<file path="src/rtl/decimal_key_scanner.sv">
// decimal_key_scanner: synchronizes and debounces ten decimal key lines and
// emits one BCD digit per press over a valid/ready handshake. It then waits
// for a debounced full release before it accepts another press.
// Optional feature macro: KEY_MULTI_ERR_EN. When it is defined, a multi-key
// press in IDLE or DEBOUNCE is rejected and reported on the err port.
module decimal_key_scanner #(
    parameter int unsigned DEBOUNCE_CYCLES = 16
) (
    input  logic       clk,
    input  logic       rst_n,
    input  logic [9:0] key_in,
    output logic [3:0] bcd_out,
    output logic       bcd_valid,
    input  logic       bcd_ready,
    output logic       busy
`ifdef KEY_MULTI_ERR_EN
    ,
    output logic       err
`endif
);

    localparam int unsigned CW = $clog2(DEBOUNCE_CYCLES + 1);
    localparam logic [CW-1:0] DC = CW'(DEBOUNCE_CYCLES);

    typedef enum logic [1:0] {
        StIdle,
        StDebounce,
        StEmit,
        StWaitRelease
    } state_e;

    state_e        r_state;
    state_e        w_state_next;
    logic [9:0]    r_key_meta;
    logic [9:0]    r_key_s;
    logic [CW-1:0] r_cnt;
    logic [CW-1:0] w_cnt_next;
    logic [CW-1:0] w_cnt_inc;
    logic [3:0]    r_sel;
    logic [3:0]    w_sel_next;
    logic [3:0]    w_low_idx;
    logic          w_sel_hit;
    logic          w_multi;

    assign w_cnt_inc = r_cnt + 1'b1;
    assign w_sel_hit = |(r_key_s & (10'd1 << r_sel));

`ifdef KEY_MULTI_ERR_EN
    // More than one key line set: clearing the lowest set bit leaves something.
    assign w_multi = |(r_key_s & (r_key_s - 10'd1));
`else
    assign w_multi = 1'b0;
`endif

    // Priority encoder: index of the lowest set synchronized key.
    always_comb begin
        w_low_idx = 4'd0;
        for (int i = 9; i >= 0; i--) begin
            if (r_key_s[i]) w_low_idx = 4'(i);
        end
    end

    // Two-flop synchronizer on the raw key lines.
    always_ff @(posedge clk or negedge rst_n) begin
        if (!rst_n) begin
            r_key_meta <= '0;
            r_key_s    <= '0;
        end else begin
            r_key_meta <= key_in;
            r_key_s    <= r_key_meta;
        end
    end

    // State, debounce counter and selected-key registers.
    always_ff @(posedge clk or negedge rst_n) begin
        if (!rst_n) begin
            r_state <= StIdle;
            r_cnt   <= '0;
            r_sel   <= 4'd0;
        end else begin
            r_state <= w_state_next;
            r_cnt   <= w_cnt_next;
            r_sel   <= w_sel_next;
        end
    end

    // Next-state logic; the counter is cleared on every state change.
    always_comb begin
        w_state_next = r_state;
        w_cnt_next   = r_cnt;
        w_sel_next   = r_sel;
        unique case (r_state)
            StIdle: begin
                if (w_multi) begin
                    w_state_next = StWaitRelease;
                    w_cnt_next   = '0;
                end else if (r_key_s != 10'd0) begin
                    w_sel_next   = w_low_idx;
                    w_cnt_next   = '0;
                    w_state_next = StDebounce;
                end
            end
            StDebounce: begin
                if (w_multi) begin
                    w_state_next = StWaitRelease;
                    w_cnt_next   = '0;
                end else if (!w_sel_hit) begin
                    w_state_next = StIdle;
                    w_cnt_next   = '0;
                end else if (w_cnt_inc == DC) begin
                    w_state_next = StEmit;
                    w_cnt_next   = '0;
                end else begin
                    w_cnt_next = w_cnt_inc;
                end
            end
            StEmit: begin
                // Releasing the key here does not cancel the pending digit.
                if (bcd_ready) begin
                    w_state_next = StWaitRelease;
                    w_cnt_next   = '0;
                end
            end
            StWaitRelease: begin
                if (r_key_s != 10'd0) begin
                    w_cnt_next = '0;
                end else if (w_cnt_inc == DC) begin
                    w_state_next = StIdle;
                    w_cnt_next   = '0;
                end else begin
                    w_cnt_next = w_cnt_inc;
                end
            end
        endcase
    end

`ifdef KEY_MULTI_ERR_EN
    // One-cycle error pulse in the cycle after a multi-key rejection.
    always_ff @(posedge clk or negedge rst_n) begin
        if (!rst_n) begin
            err <= 1'b0;
        end else begin
            err <= w_multi && ((r_state == StIdle) || (r_state == StDebounce));
        end
    end
`endif

    // Outputs decoded from state; the digit reads as 0 while no digit is valid.
    always_comb begin
        bcd_valid = (r_state == StEmit);
        bcd_out   = bcd_valid ? r_sel : 4'd0;
        busy      = (r_state != StIdle);
    end

endmodule

</file>
<file path="config.mk">
export PLATFORM = sky130hd
export DESIGN_NAME = decimal_key_scanner
export DESIGN_NICKNAME = d
export VERILOG_FILES = /design/src/rtl/decimal_key_scanner.sv
export SDC_FILE = /design/constraint.sdc
export NUM_CORES = 1
export LEC_CHECK = 0
export BUFFER_PORTS_ARGS = -buffer_cell sky130_fd_sc_hd__buf_4
export CORE_MARGIN = 4
export CORE_UTILIZATION = 55
export CTS_CLUSTER_DIAMETER = 50
export DETAILED_ROUTE_END_ITERATION = 8
export GPL_ROUTABILITY_DRIVEN = 0
export PLACE_DENSITY = 0.74
export SYNTH_ARGS = -nofsm -noshare
export SYNTH_HDL_FRONTEND = slang
export SYNTH_SLANG_ARGS = --single-unit
</file>
<file path="constraint.sdc">
create_clock -name clk -period 2.4 [get_ports clk]
set_clock_uncertainty 0.05 [all_clocks]
set_input_delay 0.12 -clock clk [delete_from_list [all_inputs] [get_ports clk]]
set_output_delay 0.12 -clock clk [all_outputs]
set_load 0.01 [all_outputs]
</file>
# Word-level counts from Yosys, hierarchy flattened
# Cells that the tools add are included.
[totals]
regBits = 31
latchBits = 0
ram_bits = 0
romBits = 0
input_bits = 13
mem_count = 0
[classes]
n_addsub = 1
multipliers = 0
div = 0
order_cmp = 0
eq_ne = 9
shift = 1
mux = 24
bitwise = 1
n_reduce_logical = 7
[ops]
columns = ["op", "count"]
rows = [
  ["$mux W4", 11],
  ["$mux W5", 5],
  ["$pmux W5 S4", 1],
  ["$mux W2", 6],
  ["$and A10 B10 Y10", 1],
  ["$reduce_bool A10 Y1", 1],
  ["$reduce_or A10 Y1", 1],
  ["$shl A1 B4 Y10 const A", 1],
  ["$pmux W2 S4", 1],
  ["$ne A2 B2 Y1 const B", 3],
  ["$add A5 B1 Y5 const B", 1],
  ["$eq A5 B5 Y1 const B", 1],
  ["$reduce_and A5 Y1", 1],
  ["$eq A2 B2 Y1 const B", 2],
  ["$reduce_and A2 Y1", 2],
  ["$ne A3 B3 Y1 const B", 1],
  ["$eq A2 B1 Y1 const B", 1],
  ["$logic_not A2 Y1", 1],
  ["$ne A2 B1 Y1 const B", 1],
  ["$reduce_bool A2 Y1", 1],
]

# Logic depth before layout (Yosys ltp)
# Gate-level depths: netlist (run 1).
[depth]
ltp_word = 10
mapped_depth = 6
depth_no_buf = 5

# Worst setup path after synthesis (run 1)
# No wires, ideal clock.
[synth_path]
path_type = "register to register"
start = "reg r_key_s[4]"
end = "reg r_state[0]"
arrival_ps = 1637
required_ps = 2215
slack_ps = 579
stages_incl_launch_ff = 5
n_path_buf = 0
cell_sequence = "dfrtp_1 or4_4 or3_1 o31ai_1 a31oi_1"
[synth_via]
elab_chain_cells = 4
word_cells_on_any_way = 9
cone_classes = "3 x eq/ne; 2 x mux; 1 x bitwise; 3 x reduce/logical"
[synth_lines]
columns = ["element", "line_no", "source"]
rows = [
  ["start, declared", "35", "logic [9:0] r_key_s;"],
  ["start signal, assigned", "70", "r_key_s <= r_key_meta;"],
  ["$and A10 B10 Y10", "46", "assign w_sel_hit = |(r_key_s & (10'd1 << r_sel));"],
  ["$reduce_or A10 Y1", "46", ""],
  ["$ne A3 B3 Y1 (no line) or $mux W2 (tied branches)", "-", ""],
  ["$reduce_and A5 Y1 (no line) or $pmux W2 S4 (tied branches)", "-", ""],
  ["end signal, assigned", "77", "r_state <= StIdle;"],
  ["end signal, assigned", "81", "r_state <= w_state_next;"],
  ["end, declared", "32", "state_e r_state;"],
]
# Several ways; a longest one is shown, not always the timed one.
# A chain may end at the register's enable or synchronous reset.

# Final worst setup path (run 1)
[layout_path]
start = "reg r_key_s[1]"
end = "reg r_cnt[3]"
[layout_via]
elab_chain_cells = 4
word_cells_on_any_way = 8
cone_classes = "1 x eq/ne; 3 x mux; 1 x bitwise; 3 x reduce/logical"
[layout_lines]
columns = ["element", "line_no", "source"]
rows = [
  ["$and A10 B10 Y10", "46", ""],
  ["$reduce_or A10 Y1", "46", ""],
  ["$mux W5", "107", "end else if (!w_sel_hit) begin"],
  ["$pmux W5 S4", "92", "unique case (r_state)"],
  ["end signal, assigned", "82", "r_cnt <= w_cnt_next;"],
  ["end, declared", "36", "logic [CW-1:0] r_cnt;"],
]
# Several ways; a longest one is shown, not always the timed one.

==> metrics.txt, run 1 <==
clock tree from TritonCTS=done; data arrival time of the critical path=2.22 ns; site row count=17; I/O Pins=19; maximum level of the CTS H-tree=2; cell at the root of the clock tree=clkbuf_4; cell taking the most area after synthesis=dfrtp_1; total number of clock tree sinks=31; antenna cell count=0; post-detailed-placement half-perimeter wirelength=1780 um; first-pass detailed-route iteration total=4; worst skew pair latency=0.33 ns; grt ovf=0; leakage power summed over all cells=0.720 nW; chip width=57.4 um; max-slew violation count=0; class of the tightest hold or removal check=input pin to async pin; worst IR drop on VDD=624 uV; # fillers=179; initial antenna violation count=0; final design utilization=0.732; minimum clock period after layout=1.99 ns; global-route wire length before repair=4610 um; total number of nets in the final design=164; average instance area after synthesis=11.6 um^2; Crit. Startpoint=r_key_s[1]; cell types with the largest area share after synthesis=dfrtp_1 58%, mux2i_1 3.7%, and2_1 2.8%; setup repair after global routing missed its margin=no; Fmax=502 MHz; flip-flop cell with the highest count after synthesis=dfrtp_1; Cell Area, Synth=0.00134 mm^2; worst-path fanout max=6; number of enable flip-flop cells after synthesis=0; post-route antenna net violation count=0; power per standard cell area=780 mW/mm^2; maximum count of clock buffers along a single path=2; number of max-capacitance violations reported=0; die area=0.00329 mm^2; CTS clk-pin slew, worst paths=0.10 ns; startpoint-to-endpoint class of the critical path=flop to flop; Worst Tran Pin Value=0.483 ns; Crit Reg-Reg Startpoint=r_key_s[1]; worst max-slew margin expressed relative to the limit=0.674; post-synthesis to final-layout area growth=24.3%; post-synth cell types=35; Residual DRC=0; sequential standard cell area=776 um^2; initial detailed-routing violation count=16; kind of capture point of the worst setup path=flop; footprint of the multi-input gates=541 um^2; Via Count=1,030; final setup vio count=0; total negative slack for setup checks=0 ns; wire length per cell after detailed routing=14.9 um; share of post-route cells with drive strength above 1=0.212; required time of the critical path=2.63 ns; yosys warns=0; proportion of netlist area held by the largest area contributor=0.579; Worst Reg2Reg Path Length in Cells=5; Tcrit/Tclk final=0.830; Synth Net Count=130; Synth Register Bits=31; initial cell density of the core=0.589; Post CTS Setup Buffer Count=0; Startpoint Class=flop; ys async rst share=1.00; total detailed-routing wirelength=2660 um; Gates resized, CTS repair=0; post-DR vias/cell=5.75; final number of hold-violating endpoints=0; vertical extent of the die=57.4 um; status=finished clean; area of the placeable core=0.00228 mm^2; CP Capture Point=r_cnt[3]; end of the worst register-to-register path=r_cnt[3]; pin count of the biggest net entering global routing=32; gate count of the mapped netlist=116; number of buffers added to fix hold violations after cts=11; sequential fraction of the synthesis area=0.579; port buffer count=18; number of CTS-inserted buffers=5; via count of the first global-routing pass=985; combined global-route utilization of all metal layers=0.190; setup slack on the worst flop-to-flop path=0.41 ns
## registers in the layout, indices dropped and copies added (netlist names), named ones only
signal	flops
r_key_s	10
r_state	1
r_key_meta	10
r_cnt	5
r_sel	4
## per-stage QoR
step	power (W)	hold slack, ns	std cells	cell area, um^2	setup WS, ns
after global placement	0.000985	0.0126	160	1500	0.457
after floorplan	0.000902	-0.226	116	1340	0.579
after CTS	0.00130	0.185	179	1670	0.409
final	0.00130	0.200	179	1670	0.408
after global routing	0.00139	0.189	179	1670	0.250
after detailed placement	0.000998	0.0196	160	1500	0.481
## cell usage after synthesis, types with 3 or more instances
library cell	number
mux2i_1	5
nand2b_1	4
nand2_1	9
o21ai_0	4
a21oi_1	6
nor2b_1	4
and2_1	6
nor2_1	5
dfrtp_1	31
o31ai_1	3
nor3_1	5
inv_1	4
## worst min path at each step
stage	startpoint	to	slack, ns	depth (start not counted)
2_1_floorplan	rst_n	async pin	-0.23	0
3_5_place_dp	rst_n	r_key_s[1]	0.02	1
3_3_place_gp	rst_n	r_key_s[1]	0.01	1
4_1_cts	bcd_ready	r_state[0]	0.18	4
6_report	rst_n	r_sel[3]	0.20	2
5_1_grt	bcd_ready	r_state[0]	0.19	4
## logic make-up (layout without fill, tap and decap cells)
kind of cell | Yosys count | count (layout) | synth area share
DFF | 31 | 31 | 0.579
muxes | 5 | 5 | 0.0373
AOI/OAI and AO/OA | 30 | 30 | 0.179
and+or+nand+nor | 43 | 43 | 0.177
buffers and inverters | 6 | 41 | 0.0177
adders and majority gates | 1 | 1 | 0.00934
## layout by cell type (no fill, tap or decap), types with 3 or more instances in the layout
master         instances
a21oi_1                6
and2_1                 6
buf_4                 18
clkbuf_4               5
dfrtp_1               31
dlygate4sd3_1         11
inv_1                  4
mux2i_1                5
nand2_1                9
nand2b_1               4
nor2_1                 5
nor2b_1                4
nor3_1                 5
o21ai_0                4
o31ai_1                3
## layer usage
layer	part of all wire	vias to the layer above	wire length, um	GRT usage
met2	0.50	31	1320	0.305
met5	0	-	0	0
met4	0.014	0	36	0.0596
met1	0.42	502	1130	0.235
met3	0.065	5	172	0.0747
li1	-	492	-	-
## power by group
| part | switching [W] | leakage, nW | total (W) | internal, W |
|---|---|---|---|---|
| combinational | 0.000161 | 0.313 | 0.000318 | 0.000157 |
| clock | 0.000180 | 0.0282 | 0.000292 | 0.000113 |
| sequential | 0.000103 | 0.379 | 0.000688 | 0.000586 |
## cell type report
type / count / area share
Tap cell: 28 / 0.0210
Timing Repair Buffer: 29 / 0.147
Clock buffer: 6 / 0.0248
Multi-Input combinational cell: 79 / 0.325
Inverter: 4 / 0.00902
Clock inverter: 2 / 0.00751
Sequential cell: 31 / 0.466
## critical path: stages, from the launching register on
cell      delay [ns]
dfrtp_1         0.46
or4_4           0.54
nor3_1          0.29
a32oi_1         0.15
a211oi_1        0.30
a221o_2         0.15
Power figures use the tool's default switching activity.
==> run 2: changes to the inputs <==
--- a/config.mk
+++ b/config.mk
@@ -7,11 +7,11 @@
 export LEC_CHECK = 0
 export BUFFER_PORTS_ARGS = -buffer_cell sky130_fd_sc_hd__buf_4
 export CORE_MARGIN = 4
-export CORE_UTILIZATION = 55
+export CORE_UTILIZATION = 49
 export CTS_CLUSTER_DIAMETER = 50
 export DETAILED_ROUTE_END_ITERATION = 8
 export GPL_ROUTABILITY_DRIVEN = 0
-export PLACE_DENSITY = 0.74
+export PLACE_DENSITY = 0.7
 export SYNTH_ARGS = -nofsm -noshare
 export SYNTH_HDL_FRONTEND = slang
 export SYNTH_SLANG_ARGS = --single-unit
==> constraint.sdc (replaced) <==
create_clock -name clk -period 1.7 [get_ports clk]
set_clock_uncertainty 0.05 [all_clocks]
set_input_delay 0.085 -clock clk [delete_from_list [all_inputs] [get_ports clk]]
set_output_delay 0.085 -clock clk [all_outputs]
set_load 0.01 [all_outputs]
==> metrics.txt, run 2 (synthesis gave the netlist of run 1 again) <==
Final WS setup=-0.147 ns (-0.555 ns); port buffer count=18 (unchanged); number of CTS-inserted buffers=5 (unchanged); setup slack on the worst flop-to-flop path=-0.15 ns (-0.56 ns); kind of capture point of the worst setup path=flop; area of the placeable core=0.00254 mm^2 (+12%); CTS clk-pin slew, worst paths=0.10 ns (about the same); CP peak stage delay=0.59 ns (+0.05 ns); maximum count of clock buffers along a single path=2 (unchanged); fraction of power spent switching nets=0.330 (-0.0108); Top Registers=r_key_meta x10, r_key_s x10, r_cnt x5; initial antenna violation count=0 (unchanged); data arrival time of the critical path=2.01 ns (-0.21 ns); most used cells in the layout excluding fill and tap cells=36 x buf_4, 29 x dfrtp_1, 11 x dlygate4sd3_1; most common library cell in the layout ignoring fill and taps=buf_4; footprint of the multi-input gates=636 um^2 (+18%); initial detailed-routing violation count=14 (-2); antenna cell count=0 (unchanged); combined global-route utilization of all metal layers=0.188 (-0.00152); global-route wire length before repair=4900 um (+6.3%); power per standard cell area=1090 mW/mm^2 (+40%); post-DR vias/cell=5.46 (-5.2%); leakage power summed over all cells=0.860 nW (+19%); power share of the combinational group=0.340 (+0.095); Worst Tran Pin Value=0.407 ns (-0.0755 ns); crit path cell chain=or4_4 > or3_4 > o31ai_2 > a31oi_1; vertical extent of the die=60.3 um (+5.1%); sequential cell fraction of total power=0.461 (-0.069); hold slack=0.159 ns (-0.0406 ns); startpoint-to-endpoint class of the critical path=flop to flop; Tcrit/Tclk final=1.09 (+0.257); pin count of the biggest net entering global routing=32 (unchanged); # fillers=175 (-2.2%); worst path bufs/invs=0 (unchanged); Startpoint Class=flop; total detailed-routing wirelength=2980 um (+12%); status=finished, violations left; Fmax=541 MHz (+7.8%); share of post-route cells with drive strength above 1=0.402 (+0.190); power dissipated by switching net loads=0.000693 W (+56%); worst max-slew margin expressed relative to the limit=0.726 (+0.0523); cell at the slowest stage of the critical path=or4_4; setup repair after global routing missed its margin=yes; max-slew violation count=0 (unchanged); failing checks=negative setup slack; wire length per cell after detailed routing=15.0 um (+0.67%); number of max-capacitance violations reported=0 (unchanged); sequential standard cell area=778 um^2 (+0.32%); post-route antenna net violation count=0 (unchanged); Setup WS pre-CTS=-0.213 ns (-0.695 ns); site row count=18 (+1); I/O Pins=19 (unchanged); required time of the critical path=1.86 ns (-0.77 ns); total number of clock tree sinks=31 (unchanged); worst skew pair latency=0.33 ns (about the same); Residual DRC=0 (unchanged); die area=0.00364 mm^2 (+10%); Largest delay share family, worst path=simple AND/OR/NAND/NOR gates; grt ovf=0 (unchanged); Via Count=1,086 (+5.4%); chip width=60.3 um (+5.1%); first-pass detailed-route iteration total=4 (unchanged); maximum level of the CTS H-tree=2 (unchanged); minimum clock period after layout=1.85 ns (-0.145 ns); worst-path fanout max=4 (-2); cell at the root of the clock tree=clkbuf_4; final number of hold-violating endpoints=0 (unchanged); initial cell density of the core=0.527 (-0.0622); Internal Pwr Total=0.00140 W (+64%); class of the tightest hold or removal check=input pin to flop; post-detailed-placement half-perimeter wirelength=2050 um (+15%); total number of nets in the final design=183 (+12%); worst IR drop on VDD=1050 uV (+68%); clock network fraction of total power=0.199 (-0.026); clock tree from TritonCTS=done; final setup vio count=8 (+8); via count of the first global-routing pass=1,124 (+14%); post-synthesis to final-layout area growth=42.9%
run 2: changes by cell type in the layout (fill, tap and decap cells not counted), moves of 2 or more:
cell	before	now
buf_4	18	36
dfrtp_1	31	29
dfrtp_2	0	2
nand2_1	9	6
nand2_2	0	2
nor3_1	5	3
o41ai_1	2	0
o41ai_2	0	2
run 2: worst paths after layout:
path,startpoint,endpoint,cells past startpoint
hold reg to reg,r_key_meta[9],r_key_s[9],0
setup reg to reg,r_key_s[4],r_state[0],4
min in group asynchronous,rst_n,r_key_s[9],2
max in group asynchronous,rst_n,r_sel[0],2
setup / recovery,r_key_s[4],r_state[0],4
hold / removal,bcd_ready,r_state[0],4
run 2: area by class of cell:
| cell class | count | share of cell area |
|---|---|---|
| clock inverter | 1 | 0.00261 |
| sequential | 31 | 0.407 |
| inverter | 4 | 0.00784 |
| multi-input combinational | 79 | 0.332 |
| clock buffer | 6 | 0.0268 |
| tap | 30 | 0.0196 |
| timing repair buffer | 48 | 0.205 |
run 2: timing repair:
item | 4_1_cts | 5_1_grt
pin swaps | 11 | 9
hold buffers | 11 | 0
setup buffers | 0 | 2
resized for setup | 12 | 10
hold endpoints to repair | 41 | 0
gates cloned | 0 | 0
endpoints found under the setup margin | 8 | 9
run 2: power by group through the flow:
stage	sequential [W]	combinational (W)	clock (W)
final	0.000967	0.000712	0.000416
after global routing	0.000981	0.000785	0.000472
after CTS	0.000951	0.000639	0.000436
after detailed placement	0.000965	0.000580	0
after global placement	0.000956	0.000563	0
after floorplan	0.000911	0.000366	0
run 2: stage by stage:
stage               cells  cell area (um^2)  setup TNS, ns  utilization  total power, W
finish                199              1910         -0.711        0.752         0.00210
global route          199              1910          -1.28        0.752         0.00224
CTS                   197              1850         -0.809        0.728         0.00203
detailed placement    179              1630          -1.31        0.641         0.00155
global placement      179              1630          -1.18        0.641         0.00152
floorplan             116              1340         -0.156            -         0.00128
run 2: routing by layer:
layer / GRT usage / part of all wire / vias to the layer above / wire length, um
met5: 0 / 0 / - / 0
met4: 0.0791 / 0.016 / 0 / 48
met3: 0.0626 / 0.059 / 6 / 175
met2: 0.307 / 0.50 / 37 / 1490
met1: 0.226 / 0.42 / 513 / 1260
li1: - / - / 530 / -
run 2: tightest hold or removal path, cell delays in order:
cell	delay, ns
buf_4	0.10
nand2b_1	0.16
o31ai_4	0.11
a31oi_1	0.05
